<file path="src/rtl/axi4_lite_master_if.sv">
// AXI4-Lite bus bundle shared by the initiator and the register-map target.
// Signal names follow the AXI channel names so waveforms read like the protocol.
interface axi4_lite_master_if;
  logic [31:0] AWADDR;
  logic        AWVALID;
  logic        AWREADY;
  logic [2:0]  AWPROT;
  logic [31:0] WDATA;
  logic [3:0]  WSTRB;
  logic        WVALID;
  logic        WREADY;
  logic [1:0]  BRESP;
  logic        BVALID;
  logic        BREADY;
  logic [31:0] ARADDR;
  logic        ARVALID;
  logic        ARREADY;
  logic [2:0]  ARPROT;
  logic [31:0] RDATA;
  logic [1:0]  RRESP;
  logic        RVALID;
  logic        RREADY;

  modport master (
    output AWADDR, AWVALID, AWPROT, WDATA, WSTRB, WVALID, BREADY,
    output ARADDR, ARVALID, ARPROT, RREADY,
    input  AWREADY, WREADY, BRESP, BVALID, ARREADY, RDATA, RRESP, RVALID
  );

  modport slave (
    input  AWADDR, AWVALID, AWPROT, WDATA, WSTRB, WVALID, BREADY,
    input  ARADDR, ARVALID, ARPROT, RREADY,
    output AWREADY, WREADY, BRESP, BVALID, ARREADY, RDATA, RRESP, RVALID
  );
endinterface

</file>
<file path="src/rtl/axi4_lite_master.sv">
// Single-outstanding AXI4-Lite initiator: one command in, one bus transaction,
// one response pulse out carrying read data, response code and latency.
module axi4_lite_master #(
  parameter int CNT_W = 16
) (
  input  logic             ACLK,
  input  logic             ARST,
  input  logic             i_cmd_valid,
  output logic             o_cmd_ready,
  input  logic             i_cmd_write,
  input  logic [31:0]      i_cmd_addr,
  input  logic [31:0]      i_cmd_wdata,
  output logic             o_rsp_valid,
  output logic [31:0]      o_rsp_rdata,
  output logic [1:0]       o_rsp_resp,
  output logic [CNT_W-1:0] o_rsp_cycles,
  output logic [CNT_W-1:0] o_err_count,
  axi4_lite_master_if.master axi
);

  typedef enum logic [2:0] {
    IDLE    = 3'd0,
    WR      = 3'd1,
    WR_RESP = 3'd2,
    RD      = 3'd3,
    RD_DATA = 3'd4,
    RSP     = 3'd5
  } state_e;

  localparam logic [CNT_W-1:0] CNT_MAX  = '1;
  localparam logic [CNT_W-1:0] CNT_ZERO = '0;
  localparam logic [CNT_W-1:0] CNT_ONE  = {{(CNT_W-1){1'b0}}, 1'b1};

  function automatic logic [CNT_W-1:0] sat_inc(input logic [CNT_W-1:0] v);
    return (v == CNT_MAX) ? v : v + CNT_ONE;
  endfunction

  state_e           state_q, state_d;
  logic [31:0]      awaddr_q, awaddr_d;
  logic [31:0]      araddr_q, araddr_d;
  logic [31:0]      wdata_q, wdata_d;
  logic             awvalid_q, awvalid_d;
  logic             wvalid_q, wvalid_d;
  logic             arvalid_q, arvalid_d;
  logic             bready_q, bready_d;
  logic             rready_q, rready_d;
  logic             cmd_ready_q, cmd_ready_d;
  logic             rsp_valid_q, rsp_valid_d;
  logic [31:0]      rsp_rdata_q, rsp_rdata_d;
  logic [1:0]       rsp_resp_q, rsp_resp_d;
  logic [CNT_W-1:0] rsp_cycles_q, rsp_cycles_d;
  logic [CNT_W-1:0] err_cnt_q, err_cnt_d;
  logic [CNT_W-1:0] cnt_q, cnt_d;

  logic             accept_s;
  logic             aw_done_s;
  logic             w_done_s;

  assign accept_s  = i_cmd_valid & cmd_ready_q;
  // A channel counts as complete once its VALID has dropped or handshakes now.
  assign aw_done_s = ~awvalid_q | axi.AWREADY;
  assign w_done_s  = ~wvalid_q | axi.WREADY;

  // Next-state, latency counter and captured-response logic.
  always_comb begin
    state_d      = state_q;
    awaddr_d     = awaddr_q;
    araddr_d     = araddr_q;
    wdata_d      = wdata_q;
    awvalid_d    = awvalid_q;
    wvalid_d     = wvalid_q;
    rsp_rdata_d  = rsp_rdata_q;
    rsp_resp_d   = rsp_resp_q;
    rsp_cycles_d = rsp_cycles_q;
    err_cnt_d    = err_cnt_q;

    if (state_q != IDLE) begin
      cnt_d = sat_inc(cnt_q);
    end else if (accept_s) begin
      cnt_d = CNT_ONE;
    end else begin
      cnt_d = cnt_q;
    end

    case (state_q)
      IDLE: begin
        if (accept_s) begin
          if (i_cmd_write) begin
            state_d   = WR;
            awaddr_d  = i_cmd_addr & 32'hFFFF_FFFC;
            wdata_d   = i_cmd_wdata;
            awvalid_d = 1'b1;
            wvalid_d  = 1'b1;
          end else begin
            state_d  = RD;
            araddr_d = i_cmd_addr & 32'hFFFF_FFFC;
          end
        end else begin
          state_d = IDLE;
        end
      end
      WR: begin
        awvalid_d = awvalid_q & ~axi.AWREADY;
        wvalid_d  = wvalid_q & ~axi.WREADY;
        if (aw_done_s && w_done_s) begin
          state_d = WR_RESP;
        end else begin
          state_d = WR;
        end
      end
      WR_RESP: begin
        if (axi.BVALID) begin
          state_d      = RSP;
          rsp_rdata_d  = 32'h0000_0000;
          rsp_resp_d   = axi.BRESP;
          rsp_cycles_d = cnt_d;
        end else begin
          state_d = WR_RESP;
        end
      end
      RD: begin
        if (axi.ARREADY) begin
          state_d = RD_DATA;
        end else begin
          state_d = RD;
        end
      end
      RD_DATA: begin
        if (axi.RVALID) begin
          state_d      = RSP;
          rsp_rdata_d  = axi.RDATA;
          rsp_resp_d   = axi.RRESP;
          rsp_cycles_d = cnt_d;
        end else begin
          state_d = RD_DATA;
        end
      end
      RSP: begin
        state_d = IDLE;
        if (rsp_resp_q != 2'b00) begin
          err_cnt_d = sat_inc(err_cnt_q);
        end else begin
          err_cnt_d = err_cnt_q;
        end
      end
      default: begin
        state_d   = IDLE;
        awvalid_d = 1'b0;
        wvalid_d  = 1'b0;
      end
    endcase

    // Single-bit controls are registered decodes of the upcoming state.
    cmd_ready_d = (state_d == IDLE);
    arvalid_d   = (state_d == RD);
    bready_d    = (state_d == WR_RESP);
    rready_d    = (state_d == RD_DATA);
    rsp_valid_d = (state_d == RSP);
  end

  // State register.
  always_ff @(posedge ACLK or posedge ARST) begin
    if (ARST) begin
      state_q <= IDLE;
    end else begin
      state_q <= state_d;
    end
  end

  // Bus payload, handshake and response registers.
  always_ff @(posedge ACLK or posedge ARST) begin
    if (ARST) begin
      awaddr_q     <= 32'h0000_0000;
      araddr_q     <= 32'h0000_0000;
      wdata_q      <= 32'h0000_0000;
      awvalid_q    <= 1'b0;
      wvalid_q     <= 1'b0;
      arvalid_q    <= 1'b0;
      bready_q     <= 1'b0;
      rready_q     <= 1'b0;
      cmd_ready_q  <= 1'b0;
      rsp_valid_q  <= 1'b0;
      rsp_rdata_q  <= 32'h0000_0000;
      rsp_resp_q   <= 2'b00;
      rsp_cycles_q <= CNT_ZERO;
      err_cnt_q    <= CNT_ZERO;
      cnt_q        <= CNT_ZERO;
    end else begin
      awaddr_q     <= awaddr_d;
      araddr_q     <= araddr_d;
      wdata_q      <= wdata_d;
      awvalid_q    <= awvalid_d;
      wvalid_q     <= wvalid_d;
      arvalid_q    <= arvalid_d;
      bready_q     <= bready_d;
      rready_q     <= rready_d;
      cmd_ready_q  <= cmd_ready_d;
      rsp_valid_q  <= rsp_valid_d;
      rsp_rdata_q  <= rsp_rdata_d;
      rsp_resp_q   <= rsp_resp_d;
      rsp_cycles_q <= rsp_cycles_d;
      err_cnt_q    <= err_cnt_d;
      cnt_q        <= cnt_d;
    end
  end

  assign o_cmd_ready  = cmd_ready_q;
  assign o_rsp_valid  = rsp_valid_q;
  assign o_rsp_rdata  = rsp_rdata_q;
  assign o_rsp_resp   = rsp_resp_q;
  assign o_rsp_cycles = rsp_cycles_q;
  assign o_err_count  = err_cnt_q;

  assign axi.AWADDR  = awaddr_q;
  assign axi.AWVALID = awvalid_q;
  assign axi.AWPROT  = 3'b000;
  assign axi.WDATA   = wdata_q;
  assign axi.WSTRB   = 4'hF;
  assign axi.WVALID  = wvalid_q;
  assign axi.BREADY  = bready_q;
  assign axi.ARADDR  = araddr_q;
  assign axi.ARVALID = arvalid_q;
  assign axi.ARPROT  = 3'b000;
  assign axi.RREADY  = rready_q;

endmodule

</file>
<file path="src/flat_wrapper.sv">
// flat-port wrapper written by rule: the top's interface ports become plain ports
module axi4_lite_master_flat 
#(
  parameter int CNT_W = 16
)
  (ACLK, ARST, i_cmd_valid, o_cmd_ready, i_cmd_write, i_cmd_addr, i_cmd_wdata, o_rsp_valid, o_rsp_rdata, o_rsp_resp, o_rsp_cycles, o_err_count, axi_AWADDR, axi_AWVALID, axi_AWPROT, axi_WDATA, axi_WSTRB, axi_WVALID, axi_BREADY, axi_ARADDR, axi_ARVALID, axi_ARPROT, axi_RREADY, axi_AWREADY, axi_WREADY, axi_BRESP, axi_BVALID, axi_ARREADY, axi_RDATA, axi_RRESP, axi_RVALID);
  axi4_lite_master_if axi_i ();
  input  logic ACLK;
  input  logic ARST;
  input  logic i_cmd_valid;
  output logic o_cmd_ready;
  input  logic i_cmd_write;
  input  logic [31:0] i_cmd_addr;
  input  logic [31:0] i_cmd_wdata;
  output logic o_rsp_valid;
  output logic [31:0] o_rsp_rdata;
  output logic [1:0] o_rsp_resp;
  output logic [CNT_W-1:0] o_rsp_cycles;
  output logic [CNT_W-1:0] o_err_count;
  output wire logic [$bits(axi_i.AWADDR)-1:0] axi_AWADDR;
  output wire logic [$bits(axi_i.AWVALID)-1:0] axi_AWVALID;
  output wire logic [$bits(axi_i.AWPROT)-1:0] axi_AWPROT;
  output wire logic [$bits(axi_i.WDATA)-1:0] axi_WDATA;
  output wire logic [$bits(axi_i.WSTRB)-1:0] axi_WSTRB;
  output wire logic [$bits(axi_i.WVALID)-1:0] axi_WVALID;
  output wire logic [$bits(axi_i.BREADY)-1:0] axi_BREADY;
  output wire logic [$bits(axi_i.ARADDR)-1:0] axi_ARADDR;
  output wire logic [$bits(axi_i.ARVALID)-1:0] axi_ARVALID;
  output wire logic [$bits(axi_i.ARPROT)-1:0] axi_ARPROT;
  output wire logic [$bits(axi_i.RREADY)-1:0] axi_RREADY;
  input wire logic [$bits(axi_i.AWREADY)-1:0] axi_AWREADY;
  input wire logic [$bits(axi_i.WREADY)-1:0] axi_WREADY;
  input wire logic [$bits(axi_i.BRESP)-1:0] axi_BRESP;
  input wire logic [$bits(axi_i.BVALID)-1:0] axi_BVALID;
  input wire logic [$bits(axi_i.ARREADY)-1:0] axi_ARREADY;
  input wire logic [$bits(axi_i.RDATA)-1:0] axi_RDATA;
  input wire logic [$bits(axi_i.RRESP)-1:0] axi_RRESP;
  input wire logic [$bits(axi_i.RVALID)-1:0] axi_RVALID;
  assign axi_AWADDR = axi_i.AWADDR;
  assign axi_AWVALID = axi_i.AWVALID;
  assign axi_AWPROT = axi_i.AWPROT;
  assign axi_WDATA = axi_i.WDATA;
  assign axi_WSTRB = axi_i.WSTRB;
  assign axi_WVALID = axi_i.WVALID;
  assign axi_BREADY = axi_i.BREADY;
  assign axi_ARADDR = axi_i.ARADDR;
  assign axi_ARVALID = axi_i.ARVALID;
  assign axi_ARPROT = axi_i.ARPROT;
  assign axi_RREADY = axi_i.RREADY;
  assign axi_i.AWREADY = axi_AWREADY;
  assign axi_i.WREADY = axi_WREADY;
  assign axi_i.BRESP = axi_BRESP;
  assign axi_i.BVALID = axi_BVALID;
  assign axi_i.ARREADY = axi_ARREADY;
  assign axi_i.RDATA = axi_RDATA;
  assign axi_i.RRESP = axi_RRESP;
  assign axi_i.RVALID = axi_RVALID;
  axi4_lite_master #(.CNT_W(CNT_W)) u_core (.ACLK(ACLK), .ARST(ARST), .i_cmd_valid(i_cmd_valid), .o_cmd_ready(o_cmd_ready), .i_cmd_write(i_cmd_write), .i_cmd_addr(i_cmd_addr), .i_cmd_wdata(i_cmd_wdata), .o_rsp_valid(o_rsp_valid), .o_rsp_rdata(o_rsp_rdata), .o_rsp_resp(o_rsp_resp), .o_rsp_cycles(o_rsp_cycles), .o_err_count(o_err_count), .axi(axi_i));
endmodule
</file>
<file path="config.mk">
export PLATFORM = sky130hd
export DESIGN_NAME = axi4_lite_master_flat
export DESIGN_NICKNAME = d
export VERILOG_FILES = /design/src/rtl/axi4_lite_master_if.sv /design/src/rtl/axi4_lite_master.sv /design/src/flat_wrapper.sv
export SDC_FILE = /design/constraint.sdc
export NUM_CORES = 1
export LEC_CHECK = 0
export CAP_MARGIN = 20
export CORE_MARGIN = 5
export CORE_UTILIZATION = 30
export CTS_CLUSTER_SIZE = 14
export DETAILED_ROUTE_END_ITERATION = 12
export PLACE_DENSITY_LB_ADDON = 0.2
export SLEW_MARGIN = 20
export SYNTH_ARGS = -nofsm -noshare
export SYNTH_HDL_FRONTEND = slang
export SYNTH_SLANG_ARGS = --single-unit
</file>
<file path="constraint.sdc">
create_clock -name ACLK -period 15.9 [get_ports ACLK]
set_input_delay 3.18 -clock ACLK [delete_from_list [all_inputs] [get_ports ACLK]]
set_output_delay 3.18 -clock ACLK [all_outputs]
set_load 0.03 [all_outputs]
</file>
==> results.ini <==
[setup_path]
crit_type=input pin to flip-flop
critPathRequiredTime_ps=16210
rrSetupSlack_ps=13000
end_kind=flip-flop
arrival_ps=5500
rr_worst_depth=5
start_kind=input pin
cp_max_fo=54
r2r-end=u_core.axi.AWADDR[31]
worstReg2RegStart=u_core.state_q[2]

[sta]
fin_crit_sh_pct=32.6
drv_slew=0
finalSetupViolCount=0
skew_ps=13.6
grt_setup_unrepaired=false
hold_viol=0
period_minus_slack_ps=5190
worst_slew_pin_slew_ps=1030
slew_headroom_pct=31.2
fmax_ghz=0.193
tns_ps=0

[worst_hold_path]
hp-class=flip-flop to flip-flop
hold_end=u_core.o_rsp_rdata[2]
worstHoldPathCells=2
min-delay-start=u_core.o_rsp_rdata[2]

[global_routing]
grt_pass1_vias=5743
overflow=0
grt_pass1_wl_mm=32.6
grt_max_degree=110
antenna_found_initial=1
grt_usage_pct=14.1

[synth]
synth_seq_cells=184
synthArstFlopShare_pct=100
synth_area_um2=7820
ys_seq_area_share_pct=58.9
synth.area.top_cells=dfrtp_1 59%, mux2_4 11%, mux2_2 6.5%
yosys.area.top_type_share_pct=58.9
synth_cells=601
ys.flop_type=dfrtp_1
ys_warn_count=0
ys_types=50
yosys.area.top_type=dfrtp_1
syn_area_per_cell_um2=13.0
synth-edff-count=0

[clock_network]
clk_path_buf_depth=2
cts_htree_levels=4
numCtsBuffers=17
clk_pin_slew_ps=70
postCtsResizedCells=0
ctsHoldBuffers=0
clock_latency_ps=430
clkSinkCount=184
cts_setup_buffers=0
cts-root-buf=clkbuf_16
cts_tree=yes

[placement]
portBuffers=271
place_hpwl_mm=14.8
place.gp.congestion=0.746

[cells_and_area]
final.fill_count=2443
nets=979
areaGrowthSynthToFinish_pct=45.7
regArea_um2=4600
drive_gt1_share_pct=17.4
antenna_cells=0
multi_input_area_um2=2980
final_util_pct=44.1

[drt]
drt-pass1-iter-count=4
vias_per_cell=4.52
drc=0
routed_wl_mm=21.0
postRouteAntennaNets=0
wl_per_cell_um=17.3
via_count=5493
drtIter0Drc=288

[run_status]
status=completed

[job]
drv_cap=0

[die]
io_pins=288
start_util_pct=30.3
rows=59
die_width_um=171
dieHeight_um=171
design.die.area_um2=29400
core_um2=25800

[power_and_ir_drop]
power_leakage_nw=5.19
peakVddDrop_uv=92.2
power_density_nw_per_um2=211

-- cells in the mapped netlist (2+ instances only) --
library cell	instances
xor2_1	3
a211oi_1	3
ha_1	2
mux2i_1	12
nor2_1	14
nor3_2	3
and4_1	4
nor2b_1	3
mux2_2	45
o211ai_1	3
a31oi_1	4
nor3_1	7
and3_1	5
buf_6	7
conb_1	2
xnor2_1	12
clkbuf_1	6
or4_4	2
buf_1	2
nand4_1	10
o21ai_0	9
nand3_1	49
a21oi_1	4
buf_4	17
nand2_1	96
nand2b_1	5
buf_2	9
dfrtp_1	184
mux2_4	58
-- critical path, stage by stage --
cell and delay, ps:
clkdlybuf4s50_1 460, nand2_1 270, nor2_8 80, nand2_4 210, buf_4 830, mux2_2 410
-- flip-flops by register name, summed over array words and instances, names as in the netlist --
| signal | cells |
|---|---|
| u_core.o_err_count | 16 |
| u_core.axi.ARADDR | 30 |
| u_core.state_q | 3 |
| u_core.axi.AWVALID | 1 |
| u_core.axi.RREADY | 1 |
| u_core.o_rsp_rdata | 32 |
| u_core.axi.BREADY | 1 |
| u_core.cnt_q | 16 |
| u_core.axi.AWADDR | 30 |
| u_core.o_rsp_cycles | 16 |
| u_core.axi.ARVALID | 1 |
| u_core.o_rsp_resp | 2 |
| u_core.axi.WDATA | 32 |
| u_core.o_rsp_valid | 1 |
| u_core.axi.WVALID | 1 |
| u_core.o_cmd_ready | 1 |
-- stage by stage --
stage          worst slack [ps]  std cells  power (mW)  hold slack (ps)  instance area (µm²)
3_3_place_gp              10220       1184        1.97              451                10800
3_5_place_dp              10240       1184        1.98              457                10800
5_1_grt                   10620       1216        2.54              492                11400
6_report                  10710       1216        2.41              465                11400
2_1_floorplan              7720        613        1.48              461                 7870
4_1_cts                   10710       1216        2.45              473                11400
-- cell families after synthesis --
| family | after synthesis | synth area share (%) |
|---|---|---|
| flops | 184 | 58.9 |
| other cells | 2 | 0.0960 |
| buf+inv | 43 | 3.69 |
| compound gates | 32 | 3.07 |
| simple gates | 207 | 13.0 |
| xor+xnor | 15 | 1.68 |
| fa+ha+maj | 2 | 0.320 |
| mux | 116 | 19.3 |
-- per-layer routing --
metal	vias to the layer above	GRT usage [%]	wire length [µm]
li1	2608	-	-
met1	2693	18.7	9070
met2	159	22.4	10000
met3	31	3.95	1490
met4	2	4.62	371
met5	-	0	7
-- worst max-delay path by stage --
| stage | cells past startpoint | to | slack (ps) | startpoint |
|---|---|---|---|---|
| after floorplan | 1 | u_core.axi.ARADDR[10] | 7720 | ARST |
| after global placement | 6 | u_core.axi.AWADDR[31] | 10220 | i_cmd_valid |
| after detailed placement | 6 | u_core.axi.AWADDR[31] | 10240 | i_cmd_valid |
| after CTS | 6 | u_core.axi.AWADDR[31] | 10710 | i_cmd_valid |
| after global routing | 6 | u_core.axi.AWADDR[31] | 10620 | i_cmd_valid |
| final | 6 | u_core.axi.AWADDR[31] | 10710 | i_cmd_valid |
-- area by class of cell --
cell class	count	area share [%]
repair buffers	277	24.2
clock inverters	13	1.62
flip-flops and latches	184	40.4
inverters	2	0.132
multi-input cells	386	26.1
well taps	335	3.68
clock buffers	19	3.80
-- cell usage in the layout, fill, tap and decap left out, types with 4 or more instances in the layout --
cell               n
a21oi_1            4
a31oi_1            4
and3_1             5
and4_1             4
buf_4              5
clkbuf_16         17
clkdlybuf4s50_1  271
conb_1            14
dfrtp_1          184
inv_6              4
inv_8              4
mux2_2            45
mux2_4            58
mux2i_1           12
nand2_1           96
nand2b_1           5
nand3_1           49
nand4_1           10
nor2_1            14
nor3_1             7
o21ai_0            9
xnor2_1           12
-- report_power, final --
group / leakage [nW] / internal (mW) / switching, mW
Combinational: 2.53 / 0.528 / 0.649
Sequential: 2.35 / 0.660 / 0.118
Clock: 0.303 / 0.254 / 0.198
No activity file was read; power rests on OpenSTA's default activity.
